<file path="src/rtl/press_classifier_pkg.sv">
// rtl/press_classifier_pkg.sv - state codes and 100 MHz default timing for press_classifier
package press_classifier_pkg;

  typedef logic [2:0] state_t;

  localparam state_t ST_IDLE      = 3'd0;
  localparam state_t ST_PRESSED   = 3'd1;
  localparam state_t ST_LONG_HELD = 3'd2;
  localparam state_t ST_WAIT      = 3'd3;
  localparam state_t ST_SECOND    = 3'd4;
  localparam state_t ST_LOCKOUT   = 3'd5;

  localparam int DEF_LONG_CYCLES   = 50_000_000;
  localparam int DEF_DCLICK_CYCLES = 25_000_000;
  localparam int DEF_REPEAT_CYCLES = 10_000_000;
  localparam int DEF_CNT_W         = 26;

  function automatic logic is_held(input state_t s);
    return (s == ST_PRESSED) || (s == ST_LONG_HELD) || (s == ST_SECOND);
  endfunction

endpackage

</file>
<file path="src/rtl/press_classifier_event_timer.sv">
// rtl/press_classifier_event_timer.sv - event_timer: clearable cycle counter with terminal-count compare
module event_timer #(
  parameter int CNT_W = 26
) (
  input  logic             clk,
  input  logic             rst,
  input  logic             clear,
  input  logic             run,
  input  logic [CNT_W-1:0] limit,
  output logic             terminal
);

  logic [CNT_W-1:0] cnt_q;
  logic [CNT_W-1:0] cnt_d;

  always_comb begin
    cnt_d = cnt_q;
    if (clear) begin
      cnt_d = '0;
    end else if (run) begin
      cnt_d = cnt_q + CNT_W'(1);
    end
  end

  always_ff @(posedge clk) begin
    if (rst) begin
      cnt_q <= '0;
    end else begin
      cnt_q <= cnt_d;
    end
  end

  // limit is already "count minus one", so terminal lands on the last cycle of the window
  assign terminal = run && (cnt_q == limit);

endmodule

</file>
<file path="src/rtl/press_classifier.sv">
// rtl/press_classifier.sv - short/long/double-click classifier; auto-repeat under PRESS_CLASSIFIER_AUTOREPEAT_EN
module press_classifier
  import press_classifier_pkg::*;
#(
  parameter int LONG_CYCLES   = DEF_LONG_CYCLES,
  parameter int DCLICK_CYCLES = DEF_DCLICK_CYCLES,
  parameter int REPEAT_CYCLES = DEF_REPEAT_CYCLES,
  parameter int CNT_W         = DEF_CNT_W
) (
  input  logic clk,
  input  logic rst,
  input  logic btn_state,
  input  logic btn_press,
  input  logic btn_release,
  output logic short_press,
  output logic long_press,
  output logic double_click,
  output logic repeat_strobe,
  output logic held
);

  state_t state_q, state_d;
  logic   startup_q, startup_d;
  logic   short_q, short_d;
  logic   long_q, long_d;
  logic   dclick_q, dclick_d;
  logic   rpt_q, rpt_d;

  logic             run;
  logic             clear;
  logic             terminal;
  logic [CNT_W-1:0] limit;
  logic             press_only;
  logic             release_only;

  // simultaneous press and release pulses cancel each other
  assign press_only   = btn_press && !btn_release;
  assign release_only = btn_release && !btn_press;

  always_comb begin
    case (state_q)
      ST_PRESSED: limit = CNT_W'(LONG_CYCLES - 1);
      ST_WAIT:    limit = CNT_W'(DCLICK_CYCLES - 1);
      default:    limit = CNT_W'(REPEAT_CYCLES - 1);
    endcase
  end

`ifdef PRESS_CLASSIFIER_AUTOREPEAT_EN
  assign run = state_q inside {ST_PRESSED, ST_WAIT, ST_LONG_HELD};
`else
  assign run = state_q inside {ST_PRESSED, ST_WAIT};
`endif

  always_comb begin
    state_d   = state_q;
    startup_d = 1'b0;
    short_d   = 1'b0;
    long_d    = 1'b0;
    dclick_d  = 1'b0;
    rpt_d     = 1'b0;
    // first cycle out of reset: a button already down must not be classified
    if (startup_q) begin
      state_d = btn_state ? ST_LOCKOUT : ST_IDLE;
    end else begin
      case (state_q)
        ST_IDLE: begin
          if (press_only) state_d = ST_PRESSED;
        end
        ST_PRESSED: begin
          if (release_only) begin
            state_d = ST_WAIT;
          end else if (terminal) begin
            state_d = ST_LONG_HELD;
            long_d  = 1'b1;
          end
        end
        ST_LONG_HELD: begin
          if (release_only) begin
            state_d = ST_IDLE;
          end
`ifdef PRESS_CLASSIFIER_AUTOREPEAT_EN
          else if (terminal) begin
            rpt_d = 1'b1;
          end
`endif
        end
        ST_WAIT: begin
          if (press_only) begin
            state_d = ST_SECOND;
          end else if (terminal) begin
            state_d = ST_IDLE;
            short_d = 1'b1;
          end
        end
        ST_SECOND: begin
          if (release_only) begin
            state_d  = ST_IDLE;
            dclick_d = 1'b1;
          end
        end
        ST_LOCKOUT: begin
          if (release_only || !btn_state) state_d = ST_IDLE;
        end
        default: state_d = ST_IDLE;
      endcase
    end
  end

  // a repeat restarts the period just like a state entry
  assign clear = (state_d != state_q) || rpt_d;

  event_timer #(
    .CNT_W(CNT_W)
  ) u_timer (
    .clk     (clk),
    .rst     (rst),
    .clear   (clear),
    .run     (run),
    .limit   (limit),
    .terminal(terminal)
  );

  always_ff @(posedge clk) begin
    if (rst) begin
      state_q   <= ST_IDLE;
      startup_q <= 1'b1;
      short_q   <= 1'b0;
      long_q    <= 1'b0;
      dclick_q  <= 1'b0;
      rpt_q     <= 1'b0;
    end else begin
      state_q   <= state_d;
      startup_q <= startup_d;
      short_q   <= short_d;
      long_q    <= long_d;
      dclick_q  <= dclick_d;
      rpt_q     <= rpt_d;
    end
  end

  assign short_press   = short_q;
  assign long_press    = long_q;
  assign double_click  = dclick_q;
  assign repeat_strobe = rpt_q;
  assign held          = is_held(state_q);

endmodule

</file>
<file path="config.mk">
export PLATFORM = sky130hd
export DESIGN_NAME = press_classifier
export DESIGN_NICKNAME = d
export VERILOG_FILES = /design/src/rtl/press_classifier_pkg.sv /design/src/rtl/press_classifier_event_timer.sv /design/src/rtl/press_classifier.sv
export SDC_FILE = /design/constraint.sdc
export NUM_CORES = 1
export LEC_CHECK = 0
export CAP_MARGIN = 0
export CORE_MARGIN = 5
export CORE_UTILIZATION = 50
export DETAILED_ROUTE_END_ITERATION = 7
export MAX_ROUTING_LAYER = met4
export PLACE_DENSITY_LB_ADDON = 0.25
export SLEW_MARGIN = 30
export SYNTH_ARGS = -nofsm -noshare
export SYNTH_HDL_FRONTEND = slang
export SYNTH_SLANG_ARGS = --single-unit
</file>
<file path="constraint.sdc">
create_clock -name clk -period 2.85 [get_ports clk]
set_clock_uncertainty 0.05 [all_clocks]
set_input_delay 0.4275 -clock clk [delete_from_list [all_inputs] [get_ports clk]]
set_output_delay 0.4275 -clock clk [all_outputs]
set_load 0.03 [all_outputs]
</file>
## Yosys cells after proc, flatten, opt, wreduce, memory -nomap -nowiden

Cells that the tools add are included.

- $add $sub $neg: 1
- Mux-type cells: 14
- Bitwise logic cells: 3
- Equal/unequal tests: 7
- Reductions and logical operators: 16

Operators with widths:

| operator | number |
|---|---|
| $pmux W26 S2 | 1 |
| $mux W3 | 9 |
| $add A26 B1 Y26 const B | 1 |
| $eq A26 B26 Y1 | 1 |
| $pmux W3 S5 | 1 |
| $reduce_or A4 Y1 | 2 |
| $eq A3 B2 Y1 const B | 2 |
| $eq A3 B3 Y1 const B | 2 |
| $reduce_or A2 Y1 | 2 |
| $eq A3 B1 Y1 const B | 1 |
| $logic_and A1 B1 Y1 | 3 |
| $logic_not A1 Y1 | 3 |
| $logic_not A3 Y1 | 1 |
| $logic_or A1 B1 Y1 | 3 |
| $mux W1 | 3 |
| $ne A3 B3 Y1 | 1 |
| $not A1 Y1 | 3 |
| $reduce_or A3 Y1 | 1 |
| $reduce_bool A2 Y1 | 1 |

- Input port bits: 5
- Output and inout bits: 5
- Word-level logic and storage cells: 47
- Register bits after elaboration: 33

## Longest topological paths before layout

Gate-level depths: netlist (run 1).

- Depth after elaboration: 10
- Mapped depth: 8
- Mapped depth without buffers: 7

## Cells and area by module

Synthesis (run 1) repeated with hierarchy kept, for this count alone.

- Cells, all modules: 240
- Area, all modules: 2,033.2 um^2

Modules (own cells, without submodules):

| module | cells each | area each (um^2) | instances | seq. area each (um^2) |
|---|---|---|---|---|
| event_timer | 181 | 1,559.0 | 1 | 520.5 |
| press_classifier | 59 | 474.2 | 1 | 140.1 |

## Worst setup path after synthesis (run 1)

No wires, ideal clock.

- Kind: register to register
- From: register u_timer.cnt_q[6]
- To: register u_timer.cnt_q[13]
- Arrival time: 2.132 ns
- Cell stages (with the launch flop): 8
- Path slack: 0.595 ns
- Path buffers: 1
- Data required time: 2.727 ns
- Library setup time: 0.073 ns
- Clock period less this slack: 2.255 ns
- Cell sequence: dfxtp_1 > or4b_1 > o22ai_1 > o2111a_2 > mux2i_1 > mux2_4 > buf_6 > nor3_4

- Cells in the longest elaborated chain, start to end: 8
- Elaborated cells on any way between the ends: 11
- Those cells by class: add/sub: 1; eq/ne: 2; mux: 6; reduce/logical: 2

RTL lines:

| what | line | source |
|---|---|---|
| start, declared | press_classifier_event_timer.sv:13 | `logic [CNT_W-1:0] cnt_q;` |
| start signal, assigned | press_classifier_event_timer.sv:29 | `cnt_q <= cnt_d;` |
| $eq A26 B26 Y1 | press_classifier_event_timer.sv:34 | `assign terminal = run && (cnt_q == limit);` |
| $logic_and A1 B1 Y1 | press_classifier_event_timer.sv:34 |  |
| $mux W3 (on tied branches) | press_classifier.sv:90, press_classifier.sv:72 |  |
| $mux W3 (on tied branches) | press_classifier.sv:88, press_classifier.sv:70 |  |
| $pmux W3 S5 | press_classifier.sv:65 | `case (state_q)` |
| $mux W3 | press_classifier.sv:62 | `if (startup_q) begin` |
| $ne A3 B3 Y1 | press_classifier.sv:110 | `assign clear = (state_d != state_q) \|\| rpt_d;` |
| $reduce_or A2 Y1 (no source line) | n/a |  |

Several ways; a longest one is shown, not always the timed one.
A chain may end at the register's enable or synchronous reset.

## Worst setup path in the final report (run 1)

- From: register u_timer.cnt_q[6]
- To: register u_timer.cnt_q[10]

Same word-level chain as after synthesis.

==> impl_metrics.py, run 1 <==
metrics = {
    "detailed_routing": {
        "drt_iter0_drc": 102,
        "routed_wirelength_mm": 3.84,
        "postRouteAntennaNets": 0,
        "vias_per_cell": 5.72,
        "vias": 1568,
        "wl_per_cell_um": 14.0,
        "dr.pass1.iters": 4,
        "post-route-drc-count": 0,
    },
    "critical_path": {
        "cp-start-kind": "register",
        "end_kind": "register",
        "slowest_delay_ns": 0.54,
        "reg2reg_from": "u_timer.cnt_q[6]",
        "cp_top_family": "multiplexers",
        "startpoint": "u_timer.cnt_q[6]",
        "path_max_fanout": 26,
        "cp_slowest_cell": "or4b_1",
        "cp.arrival_ns": 2.66,
        "cp.buffers_inverters": 0,
        "worstSetupPathType": "register to register",
        "critical_path_required_ns": 3.01,
        "crit_chain": "or4b_1, o22ai_1, o2111a_2, mux2i_1, mux2_4, nor3_1",
    },
    "clock_tree": {
        "hold_buffers": 0,
        "clockBufferDepth": 2,
        "clk_latency_ns": 0.28,
        "root_buffer": "clkbuf_8",
        "htree_levels": 2,
        "cts_tree": "done",
        "cts-buffers-inserted": 5,
        "post_cts_resized": 0,
        "path_clk_slew_ns": 0.07,
        "cts_setup_buffers": 0,
        "clock-sinks": 33,
    },
    "sta": {
        "slew_violations": 0,
        "rsz0062_at_grt": "false",
        "holdWs_ns": 0.524,
        "hold_viol": 0,
        "fin_tns_setup_ns": 0,
        "relSlewSlack_pct": 65.2,
        "fin_crit_ns": 2.50,
        "worst_pin_slew_ns": 0.518,
        "fin_crit_sh_pct": 87.8,
        "setup_violations": 0,
        "fmax_mhz": 400,
    },
    "cells_and_area": {
        "layout.nets": 231,
        "regArea_sq_um": 661,
        "num-fill-cells": 355,
        "multi_input_area_sq_mm": 0.00114,
        "fin_area_sq_mm": 0.00216,
        "n_antenna_cell": 0,
        "layout.cells.non_filler": 274,
        "drive_gt1_share_pct": 16.8,
        "final_util_pct": 58.1,
        "area_delta_synth_final_pct": 11.4,
    },
    "die": {
        "initial_utilization_pct": 52.2,
        "die_y_um": 72.3,
        "die-area_sq_mm": 0.00522,
        "row_count": 22,
        "coreArea_sq_mm": 0.00372,
        "ios": 10,
        "die-width_um": 72.3,
    },
    "logic_synthesis": {
        "ys_types": 43,
        "synth_commonest_cells": "dfxtp_1, nor3_2, xnor2_1, nor3_1, nand2_1",
        "syn_area_per_cell_sq_um": 8.94,
        "synth_most_common_cell": "dfxtp_1",
        "syn_inst": 217,
        "synth.area.top_cells": "dfxtp_1, nor3_2, xnor2_1",
        "netlist_area_sq_mm": 0.00194,
        "synth_edf_count": 0,
        "ys_seq_area_share_pct": 34.1,
        "yosysTopAreaCell": "dfxtp_1",
        "synth_top_area_share_pct": 34.1,
        "syn_nets": 223,
        "synth_warnings": 0,
        "yosys_register_bits": 33,
        "synthArstFlopShare_pct": 0,
        "ys.flop_type": "dfxtp_1",
    },
    "placed_design": {
        "port_buffers": 8,
        "dpl_cell_area_sq_mm": 0.00203,
        "place.gp.congestion": 0.881,
        "dp_cells": 266,
        "dp_hpwl_mm": 2.58,
    },
    "pwr": {
        "switching_share_pct": 23.9,
        "p_clk_share_pct": 46.5,
        "p_leak_nw": 0.660,
        "switchingPower_uw": 269,
        "internal-power_uw": 856,
        "irDropWorstVdd_mv": 0.282,
        "combPwrFrac_pct": 11.9,
        "seq_power_share_pct": 41.6,
        "p_per_area_mw_per_mm2": 521,
    },
    "run_status": {
        "status": "complete, no violations",
    },
    "grt": {
        "grt_usage_pct": 16.9,
        "antenna_found_initial": 0,
        "grt_overflow": 0,
        "grt_pass1_wl_mm": 6.73,
        "grt_max_degree": 27,
        "grt_pass1_vias": 1457,
    },
    "worst_hold_path": {
        "min_from": "u_timer.cnt_q[8]",
        "hold_path_class": "register to register",
    },
    "job": {
        "drv_cap": 0,
    },
}
## final timing paths
check                                          to  slack (ns)  cells after the start
worst max-delay path            u_timer.cnt_q[10]        0.35                      6
worst min-delay path             u_timer.cnt_q[8]        0.52                      2
worst max register to register  u_timer.cnt_q[10]        0.35                      6
worst min register to register   u_timer.cnt_q[8]        0.52                      2
## power by group through the flow
stage	Sequential [mW]	Combinational [mW]	Clock, mW
3_3_place_gp	0.479	0.133	0
3_5_place_dp	0.479	0.133	0
4_1_cts	0.469	0.133	0.531
2_1_floorplan	0.479	0.110	0
6_report	0.469	0.134	0.523
5_1_grt	0.469	0.144	0.555
## metrics by stage
step / total power, mW / worst slack [ns]
2_1_floorplan: 0.590 / 0.595
3_3_place_gp: 0.612 / 0.365
3_5_place_dp: 0.612 / 0.337
4_1_cts: 1.13 / 0.352
5_1_grt: 1.17 / 0.177
6_report: 1.13 / 0.347
## layer usage
layer  up-vias  wire [um]  track usage [%]
met5         -          0                -
met4         0        108             7.10
met3         9        141             4.57
met2        31       1780             25.2
met1       731       1810             21.4
li1        797          -                -
## layout make-up
type,count,share of cell area (%)
clock inverters,3,3.01
inverters,9,1.56
repair buffers,13,6.03
clock buffers,5,3.19
multi-input cells,163,52.8
flip-flops and latches,33,30.6
well taps,48,2.78
## worst reg2reg max path, delay by kind of cell, from the launching register on
family          cells  cell delay, ns
mux                 2            0.79
simple gates        2            0.78
compound gates      2            0.44
flops               1            0.37
## state kept, by name (all words and copies together), names as in the netlist
register and cells:
short_press 1, u_timer.cnt_q 26, long_press 1, double_click 1, startup_q 1, state_q 3
## cell usage in the layout (no fill, tap or decap), types with 4 or more instances in the layout
cell type,Yosys,final
nor3_1,17,17
xnor2_1,18,18
clkdlybuf4s50_1,0,8
dfxtp_1,33,33
nand4_1,9,9
or3_1,4,4
nor2b_1,4,4
nor4_1,6,6
inv_1,9,9
a21oi_1,4,4
nand3_1,7,7
nand2_1,16,16
nor3_2,18,18
xor2_1,9,9
nor2_1,12,12
buf_4,2,4
clkbuf_8,2,5
## kinds of logic after synthesis
logic type	Yosys count	share of synthesized area, %
adder cells (fa/ha/maj)	1	0.645
flip-flops	33	34.1
buffers and inverters	21	7.10
other	1	0.193
XOR/XNOR	27	12.2
AND/OR/NAND/NOR	107	34.6
multiplexers	4	2.32
AO/OA/AOI/OAI	23	8.84
(Power assumes the default switching activity.)
==> run 2: changes to the inputs <==
CORE_UTILIZATION = 30   (was 50)
CTS_CLUSTER_SIZE = 24   (was default)
==> impl_metrics.py, run 2 (same netlist as run 1, synthesis figures left out) <==
metrics = {
    "grt": {
        "grt_usage_pct": 10.6,
        "grt_overflow": 0,
        "grt_pass1_wl_mm": 7.09,
        "grt_pass1_vias": 1484,
        "grt_max_degree": 27,
        "antenna_found_initial": 0,
    },
    "cells_and_area": {
        "fin_area_sq_mm": 0.00218,
        "layout.nets": 234,
        "drive_gt1_share_pct": 17.1,
        "largest_reg_flops": 26,
        "area_delta_synth_final_pct": 12.3,
        "largest_registers": "u_timer.cnt_q (26), state_q (3)",
        "layout.cells.non_filler": 305,
        "layout_commonest_cell": "dfxtp_1",
        "num-fill-cells": 658,
        "regMostFlops": "u_timer.cnt_q",
        "mostFrequentLayoutCells": "dfxtp_1, xnor2_1, nor3_2",
        "n_antenna_cell": 0,
    },
    "placed_design": {
        "dpl_cell_area_sq_mm": 0.00209,
        "dp_cells": 298,
        "place.gp.congestion": 0.826,
        "dp_hpwl_mm": 2.85,
        "port_buffers": 8,
        "place_ws_ns": 0.298,
    },
    "run_status": {
        "status": "complete, no violations",
    },
    "detailed_routing": {
        "drt_iter0_drc": 100,
        "routed_wirelength_mm": 4.06,
        "dr.pass1.iters": 4,
        "vias": 1571,
        "wl_per_cell_um": 13.3,
        "post-route-drc-count": 0,
        "postRouteAntennaNets": 0,
        "vias_per_cell": 5.15,
    },
    "critical_path": {
        "slowest_delay_ns": 0.55,
        "cp_slowest_cell": "or4b_1",
        "critical_path_required_ns": 3.00,
        "rrSetupSlack_ns": 0.31,
        "cp.arrival_ns": 2.69,
        "cp-start-kind": "register",
        "worstSetupPathType": "register to register",
        "end_kind": "register",
        "path_max_fanout": 26,
        "crit_chain": "or4b_1, o22ai_1, o2111a_2, mux2i_1, mux2_4, nor3_1",
    },
    "die": {
        "die_y_um": 90.4,
        "row_count": 29,
        "die-width_um": 90.4,
        "ios": 10,
        "coreArea_sq_mm": 0.00631,
        "die-area_sq_mm": 0.00817,
        "initial_utilization_pct": 30.7,
    },
    "clock_tree": {
        "htree_levels": 2,
        "clock-sinks": 33,
        "clockBufferDepth": 2,
        "cts_tree": "done",
        "path_clk_slew_ns": 0.06,
        "post_cts_resized": 0,
        "cts_setup_buffers": 0,
        "root_buffer": "clkbuf_8",
        "clk_latency_ns": 0.28,
        "cts-buffers-inserted": 5,
        "hold_buffers": 0,
    },
    "pwr": {
        "switchingPower_uw": 255,
        "combPwrFrac_pct": 14.8,
        "internal-power_uw": 703,
        "p_leak_nw": 0.650,
        "irDropWorstVdd_mv": 0.231,
        "switching_share_pct": 26.6,
        "p_per_area_mw_per_mm2": 440,
        "seq_power_share_pct": 48.9,
        "p_clk_share_pct": 36.4,
        "fin_total_pwr_uw": 958,
    },
    "sta": {
        "hold_viol": 0,
        "worst_pin_slew_ns": 0.578,
        "fin_crit_sh_pct": 89.0,
        "setup_ws_ns": 0.313,
        "slew_violations": 0,
        "fin_crit_ns": 2.54,
        "rsz0062_at_grt": "false",
        "fmax_mhz": 394,
        "relSlewSlack_pct": 60.5,
        "fin_tns_setup_ns": 0,
        "setup_violations": 0,
    },
    "worst_hold_path": {
        "hold_path_class": "register to register",
    },
    "job": {
        "drv_cap": 0,
    },
}
==> run 2: changes by cell type in the layout (fill, tap and decap cells not counted) <==
cell	before	now
clkinv_2	1	0
buf_4	4	7
o22ai_4	0	1
clkbuf_1	0	1
bufinv_16	2	0
clkbuf_8	5	6
o22ai_2	1	0
==> run 2: final timing paths <==
kind / from / end / cells after the start
min: u_timer.cnt_q[9] / u_timer.cnt_q[9] / 2
min reg2reg: u_timer.cnt_q[9] / u_timer.cnt_q[9] / 2
max: u_timer.cnt_q[6] / u_timer.cnt_q[6] / 6
max reg2reg: u_timer.cnt_q[6] / u_timer.cnt_q[6] / 6
==> run 2: area by class of cell <==
cell class / count / area (sq um) / area share (%)
Multi-Input combinational cell: 163 / 1150 / 52.7
Sequential cell: 33 / 661 / 30.3
Timing Repair Buffer: 16 / 153 / 7.01
Tap cell: 77 / 96.3 / 4.42
Clock buffer: 7 / 86.3 / 3.96
Inverter: 9 / 33.8 / 1.55
==> run 2: power groups by stage <==
stage / Sequential, mW / Clock [mW] / Combinational, mW
floorplan: 0.479 / 0 / 0.110
global placement: 0.479 / 0 / 0.142
detailed placement: 0.479 / 0 / 0.141
CTS: 0.468 / 0.364 / 0.142
global route: 0.468 / 0.382 / 0.155
finish: 0.468 / 0.349 / 0.141
==> run 2: critical path, delay by kind of cell (launching register included) <==
family	cells	cell delay, ns
and+or+nand+nor	2	0.77
muxes	2	0.81
AOI/OAI and AO/OA	2	0.44
DFF	1	0.37
==> run 2: routing by layer <==
metal / track usage, % / up-vias / share of wire, %
met5: - / - / 0
met1: 14.1 / 722 / 50
met2: 15.5 / 41 / 43
met4: 3.60 / 0 / 1.8
met3: 2.92 / 8 / 4.7
li1: - / 800 / -
==> run 2: through the flow <==
stage | hold slack, ns | util (%)
3_3_place_gp | 0.513 | 33.1
6_report | 0.524 | 34.5
2_1_floorplan | 0.405 | -
5_1_grt | 0.545 | 34.5
4_1_cts | 0.525 | 34.5
3_5_place_dp | 0.515 | 33.1
==> run 3: changes to the inputs <==
CORE_ASPECT_RATIO = 1.25   (was default)
SKIP_LAST_GASP = 1   (was default)
==> impl_metrics.py, run 3 (same netlist as run 1, synthesis figures left out) <==
metrics = {
    "run_status": {
        "status": "complete, no violations",
    },
    "die": {
        "die_y_um": 99.9,
        "coreArea_sq_mm": 0.00625,
        "die-area_sq_mm": 0.00818,
        "initial_utilization_pct": 31.0,
        "die-width_um": 81.9,
        "ios": 10,
        "row_count": 32,
    },
    "cells_and_area": {
        "drive_gt1_share_pct": 16.4,
        "largest_reg_flops": 26,
        "n_antenna_cell": 0,
        "area_delta_synth_final_pct": 11.7,
        "largest_registers": "u_timer.cnt_q (26), state_q (3)",
        "fin_area_sq_mm": 0.00217,
        "mostFrequentLayoutCells": "dfxtp_1, xnor2_1, nor3_2",
        "regMostFlops": "u_timer.cnt_q",
        "layout_commonest_cell": "dfxtp_1",
        "layout.nets": 232,
    },
    "grt": {
        "grt_max_degree": 27,
        "grt_pass1_vias": 1542,
        "grt_usage_pct": 11.1,
        "grt_pass1_wl_mm": 7.07,
        "antenna_found_initial": 0,
        "grt_overflow": 0,
    },
    "critical_path": {
        "rrSetupSlack_ns": 0.33,
        "crit_end": "u_timer.cnt_q[6]",
        "cp-start-kind": "register",
        "reg2reg_to": "u_timer.cnt_q[6]",
        "cp.arrival_ns": 2.68,
        "reg2reg_depth": 6,
        "critical_path_required_ns": 3.01,
        "end_kind": "register",
        "path_max_fanout": 26,
        "startpoint": "u_timer.cnt_q[6]",
        "worstSetupPathType": "register to register",
        "reg2reg_from": "u_timer.cnt_q[6]",
    },
    "clock_tree": {
        "htree_levels": 2,
        "path_clk_slew_ns": 0.07,
        "clockBufferDepth": 2,
        "hold_buffers": 0,
        "post_cts_resized": 0,
        "cts_setup_buffers": 0,
        "clk_latency_ns": 0.28,
        "clock-sinks": 33,
        "root_buffer": "clkbuf_8",
        "cts_tree": "done",
        "cts-buffers-inserted": 5,
    },
    "sta": {
        "fin_tns_setup_ns": 0,
        "fin_crit_ns": 2.52,
        "relSlewSlack_pct": 62.4,
        "slew_violations": 0,
        "hold_viol": 0,
        "rsz0062_at_grt": "false",
        "fmax_mhz": 397,
        "worst_pin_slew_ns": 0.550,
        "setup_violations": 0,
        "fin_crit_sh_pct": 88.4,
    },
    "placed_design": {
        "dpl_cell_area_sq_mm": 0.00208,
        "port_buffers": 8,
        "dp_hpwl_mm": 2.81,
        "place.gp.congestion": 0.850,
    },
    "detailed_routing": {
        "dr.pass1.iters": 4,
        "routed_wirelength_mm": 4.11,
        "drt_iter0_drc": 110,
        "vias_per_cell": 5.14,
        "wl_per_cell_um": 13.2,
        "vias": 1597,
        "post-route-drc-count": 0,
        "postRouteAntennaNets": 0,
    },
    "worst_hold_path": {
        "hold_path_class": "register to register",
    },
    "pwr": {
        "p_leak_nw": 0.642,
        "p_per_area_mw_per_mm2": 444,
        "fin_total_pwr_uw": 962,
        "irDropWorstVdd_mv": 0.148,
    },
    "job": {
        "drv_cap": 0,
    },
}
## run 3: worst max-delay path, cell delays in order (launching register included)
cell	delay (ns)
dfxtp_1	0.37
or4b_1	0.55
o22ai_1	0.16
o2111a_2	0.29
mux2i_1	0.28
mux2_4	0.50
nor3_1	0.23
## run 3: worst min-delay path by stage
stage | startpoint | to | slack, ns | depth (start not counted)
after CTS | u_timer.cnt_q[8] | u_timer.cnt_q[8] | 0.53 | 2
final | u_timer.cnt_q[25] | u_timer.cnt_q[25] | 0.53 | 2
after floorplan | rst | startup_q | 0.41 | 0
after global routing | u_timer.cnt_q[8] | u_timer.cnt_q[8] | 0.56 | 2
after detailed placement | u_timer.cnt_q[25] | u_timer.cnt_q[25] | 0.51 | 2
after global placement | u_timer.cnt_q[8] | u_timer.cnt_q[8] | 0.52 | 2
## run 3: final cells by class
cell class	count	area, sq um
Sequential cell	33	661
Fill cell	671	4080
Multi-Input combinational cell	163	1140
Timing Repair Buffer	14	138
Inverter	9	33.8
Clock buffer	7	86.3
Tap cell	85	106
## run 3: stage by stage
step                hold WS [ns]  util, %  std cells  worst slack [ns]
floorplan                  0.405        -        217             0.595
global placement           0.518     33.3        304             0.232
detailed placement         0.513     33.3        304             0.201
CTS                        0.528     34.7        311             0.339
global route               0.559     34.7        311             0.154
finish                     0.533     34.7        311             0.329
## run 3: routing by layer
metal  share of wire (%)  global-route usage [%]  vias up
li1                    -                       -      801
met1                  46                    13.9      753
met2                  49                    17.4       38
met3                 4.5                    3.05        5
met4                 1.0                    3.07        0
met5                   0                       -        -
## run 3: report_power, final
part	total, mW	internal (mW)	switching, mW
combinational	0.137	0.0448	0.0918
clock	0.357	0.192	0.165
sequential	0.468	0.465	0.00333
